[config.mk]
export PLATFORM = sky130hd
export DESIGN_NAME = onehot_codec_flat
export DESIGN_NICKNAME = d
export VERILOG_FILES = /design/src/rtl/onehot_codec_if.sv /design/src/rtl/onehot_codec.sv /design/src/flat_wrapper.sv
export SDC_FILE = /design/constraint.sdc
export NUM_CORES = 1
export LEC_CHECK = 0
export BUFFER_PORTS_ARGS = -buffer_cell sky130_fd_sc_hd__buf_4
export CAP_MARGIN = 30
export CORE_ASPECT_RATIO = 1.25
export CORE_MARGIN = 1
export CORE_UTILIZATION = 50
export DETAILED_ROUTE_END_ITERATION = 7
export PLACE_DENSITY = 0.76
export SLEW_MARGIN = 20
export SYNTH_ARGS = -nofsm -noshare
export SYNTH_HDL_FRONTEND = slang
export SYNTH_SLANG_ARGS = --single-unit
[constraint.sdc]
create_clock -name clk -period 1.41 [get_ports clk]
set_input_delay 0.2115 -clock clk [delete_from_list [all_inputs] [get_ports clk]]
set_output_delay 0.2115 -clock clk [all_outputs]
set_load 0.05 [all_outputs]
[src/rtl/onehot_codec_if.sv]
// Handshake bundle between a producer/consumer pair and onehot_codec.
// The master side drives requests and accepts results; the slave side is the codec.
interface onehot_codec_if #(
   parameter int BIN_W = 4
);
   localparam int OH_W = 2 ** BIN_W;

   logic            mode;
   logic            in_valid;
   logic            in_ready;
   logic [OH_W-1:0] in_data;
   logic            out_valid;
   logic            out_ready;
   logic [OH_W-1:0] out_data;
   logic            out_err;

   modport master (
      output mode,
      output in_valid,
      output in_data,
      output out_ready,
      input  in_ready,
      input  out_valid,
      input  out_data,
      input  out_err
   );

   modport slave (
      input  mode,
      input  in_valid,
      input  in_data,
      input  out_ready,
      output in_ready,
      output out_valid,
      output out_data,
      output out_err
   );
endinterface

[src/rtl/onehot_codec.sv]
// onehot_codec: per-transaction binary<->one-hot converter with a 2-entry
// result FIFO on a valid/ready handshake.
//   mode 0 : decode, in_data[BIN_W-1:0] -> one-hot vector
//   mode 1 : encode, one-hot vector -> index (lowest set bit), out_err when
//            the vector is zero or has more than one bit set
// BIN_W legal range is 1..8; OH_W = 2**BIN_W is derived, not a parameter.
// Optional build macro ONEHOT_CODEC_ERRCNT_EN adds a 16-bit saturating
// err_count of output transfers that carried out_err = 1.
// in_ready depends only on registered occupancy, so there is no
// combinational path from out_ready to in_ready; a full FIFO therefore
// refuses input even in a cycle where it is being drained.
module onehot_codec #(
   parameter int BIN_W = 4
) (
   input  logic           clk,
   input  logic           rst,
   onehot_codec_if.slave  bus
`ifdef ONEHOT_CODEC_ERRCNT_EN
   ,
   output logic [15:0]    err_count
`else
`endif
);
   localparam int OH_W = 2 ** BIN_W;

   logic [OH_W-1:0]  w_dec_data;
   logic [BIN_W-1:0] w_enc_idx;
   logic             w_enc_zero;
   logic             w_enc_multi;
   logic [OH_W-1:0]  w_res_data;
   logic             w_res_err;

   logic [OH_W-1:0]  r_mem_data [2];
   logic [1:0]       r_mem_err;
   logic             r_wr_ptr;
   logic             r_rd_ptr;
   logic [1:0]       r_count;
   logic             r_live;

   logic             w_in_ready;
   logic             w_out_valid;
   logic             w_push;
   logic             w_pop;

   // Decode: set exactly the bit addressed by the low BIN_W bits of in_data.
   always_comb begin
      w_dec_data = '0;
      w_dec_data[bus.in_data[BIN_W-1:0]] = 1'b1;
   end

   // Encode: priority-select the lowest set bit; scanning downward lets the
   // lowest index overwrite any higher one.
   always_comb begin
      w_enc_idx = '0;
      for (int i = OH_W - 1; i >= 0; i--) begin
         if (bus.in_data[i]) begin
            w_enc_idx = BIN_W'(i);
         end
      end
   end

   // x & (x-1) clears the lowest set bit; anything left means multi-hot.
   assign w_enc_zero  = ~|bus.in_data;
   assign w_enc_multi = |(bus.in_data & (bus.in_data - OH_W'(1)));

   assign w_res_data = bus.mode ? OH_W'(w_enc_idx) : w_dec_data;
   assign w_res_err  = bus.mode & (w_enc_zero | w_enc_multi);

   // r_live holds in_ready low through reset and the first edge after it.
   assign w_in_ready  = r_live & (r_count != 2'd2);
   assign w_out_valid = (r_count != 2'd0);
   assign w_push      = bus.in_valid & w_in_ready;
   assign w_pop       = w_out_valid & bus.out_ready;

   // Result FIFO storage, pointers and occupancy.
   always_ff @(posedge clk or posedge rst) begin
      if (rst) begin
         for (int i = 0; i < 2; i++) begin
            r_mem_data[i] <= '0;
         end
         r_mem_err <= '0;
         r_wr_ptr  <= 1'b0;
         r_rd_ptr  <= 1'b0;
         r_count   <= 2'd0;
         r_live    <= 1'b0;
      end else begin
         r_live <= 1'b1;
         if (w_push) begin
            r_mem_data[r_wr_ptr] <= w_res_data;
            r_mem_err[r_wr_ptr]  <= w_res_err;
            r_wr_ptr             <= ~r_wr_ptr;
         end
         if (w_pop) begin
            r_rd_ptr <= ~r_rd_ptr;
         end
         case ({w_push, w_pop})
            2'b10:   r_count <= r_count + 2'd1;
            2'b01:   r_count <= r_count - 2'd1;
            default: r_count <= r_count;
         endcase
      end
   end

   assign bus.in_ready  = w_in_ready;
   assign bus.out_valid = w_out_valid;
   // Head is masked when empty so a stale slot never shows on the bus.
   assign bus.out_data  = w_out_valid ? r_mem_data[r_rd_ptr] : '0;
   assign bus.out_err   = w_out_valid & r_mem_err[r_rd_ptr];

`ifdef ONEHOT_CODEC_ERRCNT_EN
   logic [15:0] r_err_count;

   // Count errored output transfers, saturating at all-ones.
   always_ff @(posedge clk or posedge rst) begin
      if (rst) begin
         r_err_count <= 16'h0000;
      end else if (w_pop && r_mem_err[r_rd_ptr] && (r_err_count != 16'hFFFF)) begin
         r_err_count <= r_err_count + 16'h0001;
      end
   end

   assign err_count = r_err_count;
`else
`endif

endmodule

[src/flat_wrapper.sv]
// flat-port wrapper written by rule: the top's interface ports become plain ports
module onehot_codec_flat 
#(
   parameter int BIN_W = 4
)
  (clk, rst, bus_mode, bus_in_valid, bus_in_data, bus_out_ready, bus_in_ready, bus_out_valid, bus_out_data, bus_out_err);
  onehot_codec_if #(.BIN_W(BIN_W)) bus_i ();
  input  logic clk;
  input  logic rst;
  input wire logic [$bits(bus_i.mode)-1:0] bus_mode;
  input wire logic [$bits(bus_i.in_valid)-1:0] bus_in_valid;
  input wire logic [$bits(bus_i.in_data)-1:0] bus_in_data;
  input wire logic [$bits(bus_i.out_ready)-1:0] bus_out_ready;
  output wire logic [$bits(bus_i.in_ready)-1:0] bus_in_ready;
  output wire logic [$bits(bus_i.out_valid)-1:0] bus_out_valid;
  output wire logic [$bits(bus_i.out_data)-1:0] bus_out_data;
  output wire logic [$bits(bus_i.out_err)-1:0] bus_out_err;
  assign bus_i.mode = bus_mode;
  assign bus_i.in_valid = bus_in_valid;
  assign bus_i.in_data = bus_in_data;
  assign bus_i.out_ready = bus_out_ready;
  assign bus_in_ready = bus_i.in_ready;
  assign bus_out_valid = bus_i.out_valid;
  assign bus_out_data = bus_i.out_data;
  assign bus_out_err = bus_i.out_err;
  onehot_codec #(.BIN_W(BIN_W)) u_core (.clk(clk), .rst(rst), .bus(bus_i));
endmodule
== Word-level counts from Yosys, hierarchy flattened ==
Cells that the tools add are included.

* Divide/modulo/power cells: 0
* $add $sub $neg: 3
* Reduce and logical (&&, ||, !) cells: 8
* Mux-type cells: 32
* Equal/unequal tests: 3
* Order comparisons: 8
* Bitwise operators: 11
* Shifts and indexed selects: 0
* $mul: 0

{| class="wikitable"
|+ Operator list
! kind !! number
|-
| $mux W16 || 6
|-
| $mux W4 || 16
|-
| $bwmux W32 || 1
|-
| $reduce_or A16 Y1 || 2
|-
| $and A16 B16 Y16 || 1
|-
| $demux W16 S1 || 1
|-
| $sub A16 B1 Y16 const B || 1
|-
| $and A1 B1 Y1 || 5
|-
| $lt A4 B5 Y1 const B || 1
|-
| $demux W1 S4 || 1
|-
| $ge A2 B2 Y1 const B || 2
|-
| $ge A4 B1 Y1 const B || 1
|-
| $lt A1 B2 Y1 const B || 2
|-
| $mux W1 || 4
|-
| $not A1 Y2 || 2
|-
| $pmux W2 S2 || 1
|-
| $reduce_bool A2 Y1 || 2
|-
| $logic_and A1 B1 Y1 || 3
|-
| $add A2 B1 Y2 const B || 1
|-
| $bwmux W2 || 1
|-
| $eq A2 B1 Y1 const B || 1
|-
| $eq A2 B2 Y1 const B || 1
|-
| $lt A2 B1 Y1 const B || 1
|-
| $ne A2 B2 Y1 const B || 1
|-
| other kinds (6) || 7
|}

* Memories kept: 0
* Word-level logic and storage cells: 72
* Input bits: 21
* Memory bits (writable): 0
* Memory bits (read-only): 0
* Bits in latches: 0
* Flip-flop bits (word level): 39

== Logic depth before layout (Yosys ltp) ==
Gate-level depths: netlist of the first run.

* Depth after elaboration: 18
* Mapped depth: 7
* Depth with buffers taken out: 7

== Worst setup path before layout of the first run ==
No wires, ideal clock.

* Path kind: reg2reg
* Start point: register u_core.r_count[1]
* End point: register u_core.r_mem_data[10] in the netlist's numbering
* Period minus slack after synthesis: 1.856 ns
* Buffers on the path: 0
* Setup time: 0.125 ns
* Setup slack: -0.446 ns
* Cell stages (with the launch flop): 6
* Arrival time: 1.731 ns
* Cells stage by stage: dfrtp_1 -> inv_2 -> o21a_1 -> nand2_1 -> nor2_1 -> mux2_2

* Word-level cells in the longest chain between the ends: 3

{| class="wikitable"
|+ RTL lines
! what !! line !! RTL
|-
| from (decl) || onehot_codec.sv:37 || <nowiki>logic [1:0] r_count;</nowiki>
|-
| from (signal assigned) || onehot_codec.sv:97 || <nowiki>2'b10: r_count <= r_count + 2'd1;</nowiki>
|-
| from (signal assigned) || onehot_codec.sv:98 || <nowiki>2'b01: r_count <= r_count - 2'd1;</nowiki>
|-
| from (signal assigned) || onehot_codec.sv:99 || <nowiki>default: r_count <= r_count;</nowiki>
|-
| $ne A2 B2 Y1 || onehot_codec.sv:70 || <nowiki>assign w_in_ready = r_live & (r_count != 2'd2);</nowiki>
|-
| $and A1 B1 Y1 || onehot_codec.sv:70 ||
|-
| via bus_in_ready || flat_wrapper.sv:14 || <nowiki>output wire logic [$bits(bus_i.in_ready)-1:0] bus_in_ready;</nowiki>
|-
| $and A1 B1 Y1 || onehot_codec.sv:72 || <nowiki>assign w_push = bus.in_valid & w_in_ready;</nowiki>
|-
| to (signal, indexed assignment) || onehot_codec.sv:89 || <nowiki>r_mem_data[r_wr_ptr] <= w_res_data;</nowiki>
|-
| to (decl) || onehot_codec.sv:33 || <nowiki>logic [OH_W-1:0] r_mem_data [2];</nowiki>
|}

The timed path passes the listed nets, and every way through them passes these cells.
A chain may end at the register's enable or synchronous reset.

== Worst setup path in the final report of the first run ==
* Start point: register u_core.r_rd_ptr
* End point: output bus_out_data[6]

* Word-level cells in the longest chain between the ends: 5

{| class="wikitable"
|+ RTL lines
! what !! line !! RTL
|-
| from (decl) || onehot_codec.sv:36 || <nowiki>logic r_rd_ptr;</nowiki>
|-
| from (signal assigned) || onehot_codec.sv:94 || <nowiki>r_rd_ptr <= ~r_rd_ptr;</nowiki>
|-
| $not A1 Y2 (implied by the code) || onehot_codec.sv:107 || <nowiki>assign bus.out_data = w_out_valid ? r_mem_data[r_rd_ptr] : '0;</nowiki>
|-
| $mux W16 (implied by the code) (3 in a row) || onehot_codec.sv:107 ||
|-
| $mux W16 || onehot_codec.sv:107 ||
|-
| to (decl) || flat_wrapper.sv:16 || <nowiki>output wire logic [$bits(bus_i.out_data)-1:0] bus_out_data;</nowiki>
|}

No other way between the ends. The select of a mux whose other input is x is not followed.

==> results of run 1 <==
-- where the power goes --
part           internal, mW  total (mW)  switching (mW)
combinational          1.33        2.96            1.63
clock                 0.573       0.965           0.392
sequential             1.35        1.59           0.234
total                  3.26        5.51            2.25
-- cell usage after synthesis, drive strengths merged --
master	n	area share, %
nand2	47	8.0
dfrtp	39	44
nor2	37	6.4
mux2i	17	7.7
o31ai	16	5.7
inv	10	1.7
o21ai	9	2.0
a21oi	6	1.4
mux2	6	3.1
nand3	6	1.6
buf	5	1.4
nor4	5	2.7
clkbuf	4	1.1
nor3	4	0.91
nand2b	3	0.85
xnor2	3	1.2
a211oi	2	0.68
a311oi	2	0.79
a31oi	2	0.57
nand3b	2	0.68
nand4	2	0.57
or3	2	0.57
a221oi	1	0.40
a22oi	1	0.34
a32oi	1	0.40
and3	1	0.28
conb	1	0.17
ha	1	0.57
nor2b	1	0.28
o2111a	1	0.51
o211ai	1	0.34
o21a	1	0.34
o21bai	1	0.34
o22a	1	0.40
o22ai	1	0.28
o32ai	1	0.40
o41ai	1	0.40
or2	1	0.28
xor2	1	0.40
-- worst register-to-register path, cell delays in order (launching register included) --
cell     delay (ns)
dfrtp_2        0.43
buf_4          0.15
o21a_4         0.24
nand3_4        0.16
buf_4          0.14
mux2_4         0.28
-- cell families after synthesis --
family	count (synthesis)	share of synthesized area (%)
compound gates	48	15.3
fa+ha+maj	1	0.567
simple gates	111	23.1
mux	23	10.8
other cells	1	0.170
buf+inv	19	4.26
flops	39	44.3
xor+xnor	4	1.59
-- what timing repair did --
item                       in CTS  in global routing
buffers inserted                2                  4
setup endpoints to repair      24                 44
gates resized for setup        15                 48
cloned                          1                  2
pin swaps                       6                  6
-- registers in the layout (all words and copies together), names as in the netlist --
name               flops
u_core.r_wr_ptr        1
u_core.r_mem_err       2
u_core.r_rd_ptr        1
u_core.r_count         2
u_core.r_mem_data     32
u_core.r_live          1
-- per-layer routing --
metal / vias to the layer above / global-route usage [%]
met2: 90 / 42.7
met4: 0 / 8.44
met5: - / 0
met1: 1089 / 34.8
li1: 1029 / -
met3: 23 / 3.74
-- area by class of cell --
cell class                 instances  area [µm²]
tap                               56        70.1
inverter                          10        37.5
timing repair buffer              81         774
fill                             234         684
clock inverter                     2        35.0
clock buffer                       6        82.6
sequential                        39         978
multi-input combinational        188        1500
-- per-stage QoR --
| stage | area (µm²) | setup TNS, ns |
|---|---|---|
| after floorplan | 2370 | -0.411 |
| after global placement | 2930 | -0.638 |
| after detailed placement | 2930 | -0.699 |
| after CTS | 3160 | -3.43 |
| after global routing | 3480 | -6.37 |
| final | 3480 | -4.42 |
-- worst max-delay path by stage --
| stage | startpoint | endpoint | slack [ns] | depth (start not counted) |
|---|---|---|---|---|
| 2_1_floorplan | u_core.r_rd_ptr | bus_out_data[10] | -0.03 | 4 |
| 3_3_place_gp | bus_in_data[7] | u_core.r_mem_err[0] | -0.1 | 6 |
| 3_5_place_dp | bus_in_data[7] | u_core.r_mem_err[1] | -0.12 | 6 |
| 4_1_cts | u_core.r_rd_ptr | bus_out_data[9] | -0.21 | 4 |
| 5_1_grt | u_core.r_rd_ptr | bus_out_data[6] | -0.25 | 4 |
| 6_report | u_core.r_rd_ptr | bus_out_data[6] | -0.22 | 4 |
==> out/qor.yml, run 1 <==
cp_slowest_stage_delay_ns: 0.45
startpoint_type: "flop"
fin_crit_ns: 1.63
fmax_ghz: 0.615
cts_tree: "built"
portBuffers: 39
hpwl_um: 3780
route.met2.wl_um: 3870
finalPower_mw: 5.51
grt_pass1_vias: 1959
rsz0062_at_grt: "true"
syn_area_um2: 2200
drt_pass1_iterations: 4
synth_nets: 268
cts_hold_repair.buffers: 0
final_nets: 347
slew_violations: 0
final_cell_mix: "buf_4 (61), nand2_1 (46), dfrtp_1 (37)"
critPathTopFamily: "flip-flops"
synth_cell_type_count: 48
htreeDepth: 2
overflow: 0
std_cell_rows: 26
post-route-period-util_pct: 115
num_antenna_cells: 0
drt_iter0_markers: 122
final_core_util_pct: 83.6
start_util_pct: 52.9
maxCapViolCount: 0
wl_met1_um: 2630
die_x_um: 61.4
path_cells: "clkbuf_16 -> mux2i_4 -> nor2_4 -> buf_6"
arrival_ns: 1.41
top_layer_used: "met4"
area_growth_pct: 57.8
place.gp.congestion: 0.895
cp_max_fo: 9
dp_cells: 365
instances_no_fill: 382
whs_ns: 0.0322
avgSynthCellArea_um2: 8.96
skew_ns: 0.00619
final_common_cell: "buf_4"
status: "finished, violations left"
wl_met3_um: 324
drt-total-wl_um: 7050
clockBufferDepth: 2
num_vias: 2231
post-place-ws_ns: -0.121
vdd_drop_max_mv: 0.689
setup_slack_ns: -0.216
ios: 40
r2r_slack_ns: -0.11
worstMarginPinSlew_ns: 0.564
synthCells: 246
grt_pass1_wl_um: 9210
finalSetupViolCount: 37
avgRoutedWirePerCell_um: 18.4
ys_ff_latch: 39
path_class: "reg2out"
critical_path_buf_inv_count: 2
yosysSeqAreaShare_pct: 44.3
reg2regPathDepth: 5
route.detailed.drc: 0
drtAntennaViolNets: 0
grt_max_degree: 40
routed_via_density: 5.84
coreArea_um2: 4160
p_per_area_nw_per_um2: 1580
p_leak_nw: 1.51
clkLatencyLatePin_ns: 0.29
yosys_warnings: 0
hp-class: "in2async"
drive_gt1_share_pct: 46.9
max_slew_margin_pct: 62.4
endpoint_kind: "primary output"
antenna_found_initial: 0
cp_slowest_cell: "dfrtp_2"
r2r_start: "u_core.r_count[0]"
violations: "negative setup slack"
finalHoldViolations: 0
die-area_um2: 4680
worst_ep_required_time_ns: 1.20
grt_usage_pct: 26.1
die_y_um: 76.2
clk_pin_slew_ns: 0.08
cts_made_buffers: 5
r2r_end: "u_core.r_mem_data[4]"
clock-sinks: 39
clockRootBuffer: "clkbuf_8"
(Power assumes the default switching activity.)
==> run 2, diff against run 1 <==
--- a/config.mk
+++ b/config.mk
@@ -12,6 +12,7 @@
 export CORE_UTILIZATION = 50
 export DETAILED_ROUTE_END_ITERATION = 7
 export PLACE_DENSITY = 0.76
+export SKIP_LAST_GASP = 1
 export SLEW_MARGIN = 20
 export SYNTH_ARGS = -nofsm -noshare
 export SYNTH_HDL_FRONTEND = slang
==> out/qor.yml, run 2 (synthesis gave the netlist of run 1 again) <==
hpwl_um: 3780  # unchanged
finalHoldViolations: 0  # unchanged
startpoint_type: "flop"
clockRootBuffer: "clkbuf_8"
drt_iter0_markers: 88  # -28%
cts_hold_repair.buffers: 0  # unchanged
p_per_area_nw_per_um2: 1590  # +0.38%
final_cell_mix: "buf_4 (62), nand2_1 (46), dfrtp_1 (37)"
maxCapViolCount: 0  # unchanged
seqPwrFrac_pct: 28.9  # about the same
fin_crit_ns: 1.65  # +0.0207 ns
largest_register: "u_core.r_mem_data"
whs_ns: 0.0317  # -0.000563 ns
grt_max_degree: 40  # unchanged
hp-class: "in2async"
rsz0062_at_grt: "true"
r2r_slack_ns: -0.12  # about the same
clkLatencyLatePin_ns: 0.29  # about the same
clockBufferDepth: 2  # unchanged
cts_made_buffers: 5  # unchanged
portBuffers: 39  # unchanged
overflow: 0  # unchanged
violations: "negative setup slack"
r2r_end: "u_core.r_mem_data[2]"
setup_slack_ns: -0.237  # -0.0207 ns
top_regs: "u_core.r_mem_data (32), u_core.r_count (2), u_core.r_mem_err (2)"
finalPower_mw: 5.49  # -0.41%
vdd_drop_max_mv: 0.697  # +1.2%
clk_pin_slew_ns: 0.08  # about the same
route.detailed.drc: 0  # unchanged
place.gp.congestion: 0.895  # unchanged
avgRoutedWirePerCell_um: 17.9  # -3.1%
final_nets: 348  # +0.29%
grt_usage_pct: 26.0  # -0.14 points
post-place-ws_ns: -0.121  # unchanged
area_growth_pct: 56.6
reg2regPathDepth: 5  # unchanged
fmax_ghz: 0.607  # -1.3%
post-route-period-util_pct: 117  # +1.5 points
antenna_found_initial: 0  # unchanged
worst_ep_required_time_ns: 1.20  # about the same
cts_tree: "built"
std_cell_rows: 26  # unchanged
die_x_um: 61.4  # unchanged
num_antenna_cells: 0  # unchanged
path_class: "reg2out"
final_common_cell: "buf_4"
slew_violations: 0  # unchanged
intPower_mw: 3.25  # -0.34%
die_y_um: 76.2  # unchanged
drt-total-wl_um: 6840  # -2.9%
dp_cells: 365  # unchanged
drive_gt1_share_pct: 47.1  # +0.16 points
clock-sinks: 39  # unchanged
cp_max_fo: 9  # unchanged
die-area_um2: 4680  # unchanged
grt_pass1_vias: 1943  # -0.82%
swShare_pct: 40.8  # -0.043 points
nFillCells: 247  # +5.6%
p_leak_nw: 1.51  # about the same
drtAntennaViolNets: 0  # unchanged
endpoint_kind: "primary output"
ios: 40  # unchanged
r2r_start: "u_core.r_count[1]"
p_switching_mw: 2.24  # -0.52%
start_util_pct: 52.9  # unchanged
worstMarginPinSlew_ns: 0.569  # +0.00453 ns
num_vias: 2245  # +0.63%
routed_via_density: 5.86  # +0.36%
largest_reg_flops: 32  # unchanged
instances_no_fill: 383  # +0.26%
finalSetupViolCount: 35  # -5.4%
arrival_ns: 1.44  # +0.03 ns
coreArea_um2: 4160  # unchanged
status: "finished, violations left"
max_slew_margin_pct: 62.1  # -0.30 points
grt_pass1_wl_um: 9160  # -0.52%
power_frac_comb_pct: 53.4  # -0.3 points
skew_ns: 0.00594  # -0.000254 ns
htreeDepth: 2  # unchanged
p_clk_share_pct: 17.7  # +0.2 points
drt_pass1_iterations: 4  # unchanged
## run 2: through the flow
step | cell area, µm² | util, % | setup TNS [ns]
after detailed placement | 2930 | 70.3 | -0.699
after CTS | 3140 | 75.5 | -4.05
after floorplan | 2370 | - | -0.411
final | 3450 | 82.9 | -4.56
after global placement | 2930 | 70.3 | -0.638
after global routing | 3450 | 82.9 | -6.08
## run 2: worst max path at each step
stage	cells after the start	slack, ns	endpoint	start
3_3_place_gp	6	-0.1	u_core.r_mem_err[0]	bus_in_data[7]
6_report	4	-0.24	bus_out_data[8]	u_core.r_rd_ptr
3_5_place_dp	6	-0.12	u_core.r_mem_err[1]	bus_in_data[7]
2_1_floorplan	4	-0.03	bus_out_data[10]	u_core.r_rd_ptr
5_1_grt	4	-0.26	bus_out_data[8]	u_core.r_rd_ptr
4_1_cts	4	-0.21	bus_out_data[9]	u_core.r_rd_ptr
## run 2: power by group through the flow
stage                     combinational [mW]  clock (mW)  sequential (mW)
after floorplan                         1.57           0             1.50
after global routing                    3.06        1.01             1.61
after global placement                  2.13           0             1.52
after detailed placement                2.17           0             1.53
after CTS                               2.44       0.960             1.52
final                                   2.93       0.969             1.59
## run 2: critical path, cell delays in order, from the launching register on
cell and delay (ns):
dfrtp_2 0.42, buf_12 0.17, mux2i_2 0.30, nor2_4 0.04, buf_4 0.19
## run 2: repair_timing
action / in CTS / in global routing
gates resized for setup: 11 / 46
pin swaps: 1 / 9
setup buffers: 2 / 4
endpoints found under the setup margin: 24 / 48
cloned: 1 / 3
## run 2: final cells by class
class	count	area (µm²)	area share (%)
clock buffer	6	82.6	2.39
inverter	10	37.5	1.09
multi-input combinational	188	1470	42.6
sequential	39	978	28.3
tap	56	70.1	2.03
timing repair buffer	82	778	22.5
clock inverter	2	35.0	1.01
## run 2: metal layers
layer	up-vias	share of wire, %	track usage [%]
met5	-	0	0
met4	0	2.8	8.44
met3	18	3.3	3.74
met2	81	53	42.7
met1	1113	41	34.4
li1	1033	-	-
==> run 3, diff against run 2 <==
--- a/config.mk
+++ b/config.mk
@@ -8,9 +8,10 @@
 export BUFFER_PORTS_ARGS = -buffer_cell sky130_fd_sc_hd__buf_4
 export CAP_MARGIN = 30
 export CORE_ASPECT_RATIO = 1.25
-export CORE_MARGIN = 1
+export CORE_MARGIN = 1.5
 export CORE_UTILIZATION = 50
 export DETAILED_ROUTE_END_ITERATION = 7
+export GPL_TIMING_DRIVEN = 0
 export PLACE_DENSITY = 0.76
 export SKIP_LAST_GASP = 1
 export SLEW_MARGIN = 20
==> out/qor.yml, run 3 (synthesis gave the netlist of run 1 again) <==
drive_gt1_share_pct: 49.8  # +2.7 points
vdd_drop_max_mv: 0.845  # +21%
cts_made_buffers: 5  # unchanged
grt_pass1_wl_um: 9740  # +6.2%
setup_slack_ns: -0.266  # -0.0289 ns
fmax_ghz: 0.597  # -1.7%
drt-total-wl_um: 8580  # +25%
cts_tree: "built"
hpwl_um: 3860  # +2.0%
drt_iter0_markers: 168  # +91%
p_leak_nw: 1.54  # +2.1%
antenna_found_initial: 0  # unchanged
clockRootBuffer: "clkbuf_8"
die_y_um: 77.2  # +1.3%
clockBufferDepth: 2  # unchanged
finalSetupTns_ns: -7.03  # -2.48 ns
drtAntennaViolNets: 0  # unchanged
cp_slowest_stage_delay_ns: 0.39  # -0.03 ns
worst_ep_required_time_ns: 1.20  # about the same
die-area_um2: 4820  # +3.0%
status: "finished, violations left"
p_per_area_nw_per_um2: 1650  # +3.6%
routed_via_density: 6.51  # +11%
top_regs: "u_core.r_mem_data (32), u_core.r_count (2), u_core.r_mem_err (2)"
num_antenna_cells: 0  # unchanged
slew_violations: 0  # unchanged
start_util_pct: 52.9  # unchanged
final_cell_mix: "nand2_1 (38), dfrtp_1 (38), buf_4 (30)"
hp-class: "in2reg"
skew_ns: 0.00969  # +0.00375 ns
drt_pass1_iterations: 5  # +1
r2r_slack_ns: -0.25  # -0.13 ns
final_nets: 338  # -2.9%
cp_slowest_cell: "dfrtp_1"
path_cells: "buf_8 -> clkbuf_16 -> mux2i_4 -> nor2_4 -> buf_6"
max_slew_margin_pct: 50.5  # -12 points
largest_reg_flops: 32  # unchanged
die_x_um: 62.4  # +1.6%
post-route-period-util_pct: 119  # +2.1 points
grt_pass1_vias: 2079  # +7.0%
ios: 40  # unchanged
grt_usage_pct: 25.7  # -0.30 points
finalSetupViolCount: 52  # +49%
area_growth_pct: 66.7
std_cell_rows: 26  # unchanged
grt_max_degree: 37  # -7.5%
num_vias: 2427  # +8.1%
clk_pin_slew_ns: 0.09  # about the same
coreArea_um2: 4160  # unchanged
nFillCells: 176  # -29%
violations: "negative setup slack"
startpoint_type: "flop"
endpoint_kind: "primary output"
rsz0062_at_grt: "true"
htreeDepth: 2  # unchanged
place.gp.congestion: 0.894  # -0.19%
fin_crit_ns: 1.68  # +0.0289 ns
clock-sinks: 39  # unchanged
maxCapViolCount: 0  # unchanged
clkLatencyLatePin_ns: 0.30  # about the same
overflow: 0  # unchanged
path_class: "reg2out"
avgRoutedWirePerCell_um: 23.0  # +29%
route.detailed.drc: 0  # unchanged
post-place-ws_ns: -0.358  # -0.237 ns
largest_register: "u_core.r_mem_data"
final_core_util_pct: 88.3  # +5.3 points
worstMarginPinSlew_ns: 0.735  # +0.167 ns
arrival_ns: 1.46  # +0.02 ns
cp_max_fo: 5  # -4
portBuffers: 39  # unchanged
finalHoldViolations: 0  # unchanged
[run 3: cell count changes in the layout (fill, tap and decap cells not counted), moves of 6 or more]
cell / change
mux2i_2: -6
buf_8: +8
nand2_1: -8
buf_4: -32
buf_6: +9
[run 3: stage by stage]
step           instance area (µm²)  hold slack (ns)  power [mW]  std cells
4_1_cts                       3130            0.253        5.16        360
6_report                      3670            0.277        6.06        373
5_1_grt                       3670            0.291        6.23        373
3_5_place_dp                  2750           0.0955        3.60        342
2_1_floorplan                 2370            0.372        3.07        246
3_3_place_gp                  2730            0.457        3.55        341
[run 3: timing repair]
action                                  CTS  global route
cloned                                    1             5
pin swaps                                 5            25
gates resized for setup                  42            74
endpoints found under the setup margin   37            42
hold buffers                              1             0
hold endpoints to repair                  3             0
setup buffers                             8             9
[run 3: power breakdown]
group / switching, mW / internal, mW / total (mW)
combinational: 1.88 / 1.58 / 3.46
clock: 0.412 / 0.573 / 0.985
sequential: 0.264 / 1.35 / 1.61
[run 3: worst paths after layout]
kind                                 startpoint                    end  depth (start not counted)
max                             u_core.r_rd_ptr       bus_out_data[11]                          5
min                                    bus_mode  u_core.r_mem_data[20]                          4
max reg2reg                   u_core.r_count[1]    u_core.r_mem_err[0]                          7
min reg2reg                u_core.r_mem_data[1]   u_core.r_mem_data[1]                          2
max in group asynchronous                   rst  u_core.r_mem_data[20]                          4
min in group asynchronous                   rst      u_core.r_count[1]                          3
[run 3: cell type report]
type	count	area [µm²]	area share, %
Buffer	8	131	3.58
Sequential cell	39	977	26.6
Multi-Input combinational cell	189	1650	45.0
Clock buffer	6	82.6	2.25
Inverter	10	40.0	1.09
Clock inverter	2	35.0	0.953
Timing Repair Buffer	63	686	18.7
Tap cell	56	70.1	1.91
[run 3: worst max-delay path: cells and delay by family (launching register included)]
| family | cells | cell delay, ns |
|---|---|---|
| DFF | 1 | 0.39 |
| buffers and inverters | 3 | 0.48 |
| muxes | 1 | 0.19 |
| and+or+nand+nor | 1 | 0.11 |
[run 3: per-layer routing]
| metal | up-vias | routed length (µm) | global-route usage (%) |
|---|---|---|---|
| li1 | 1012 | - | - |
| met4 | 0 | 479 | 8.89 |
| met2 | 173 | 4540 | 47.0 |
| met1 | 1192 | 3010 | 30.8 |
| met3 | 50 | 551 | 3.52 |
| met5 | - | 0 | 0 |
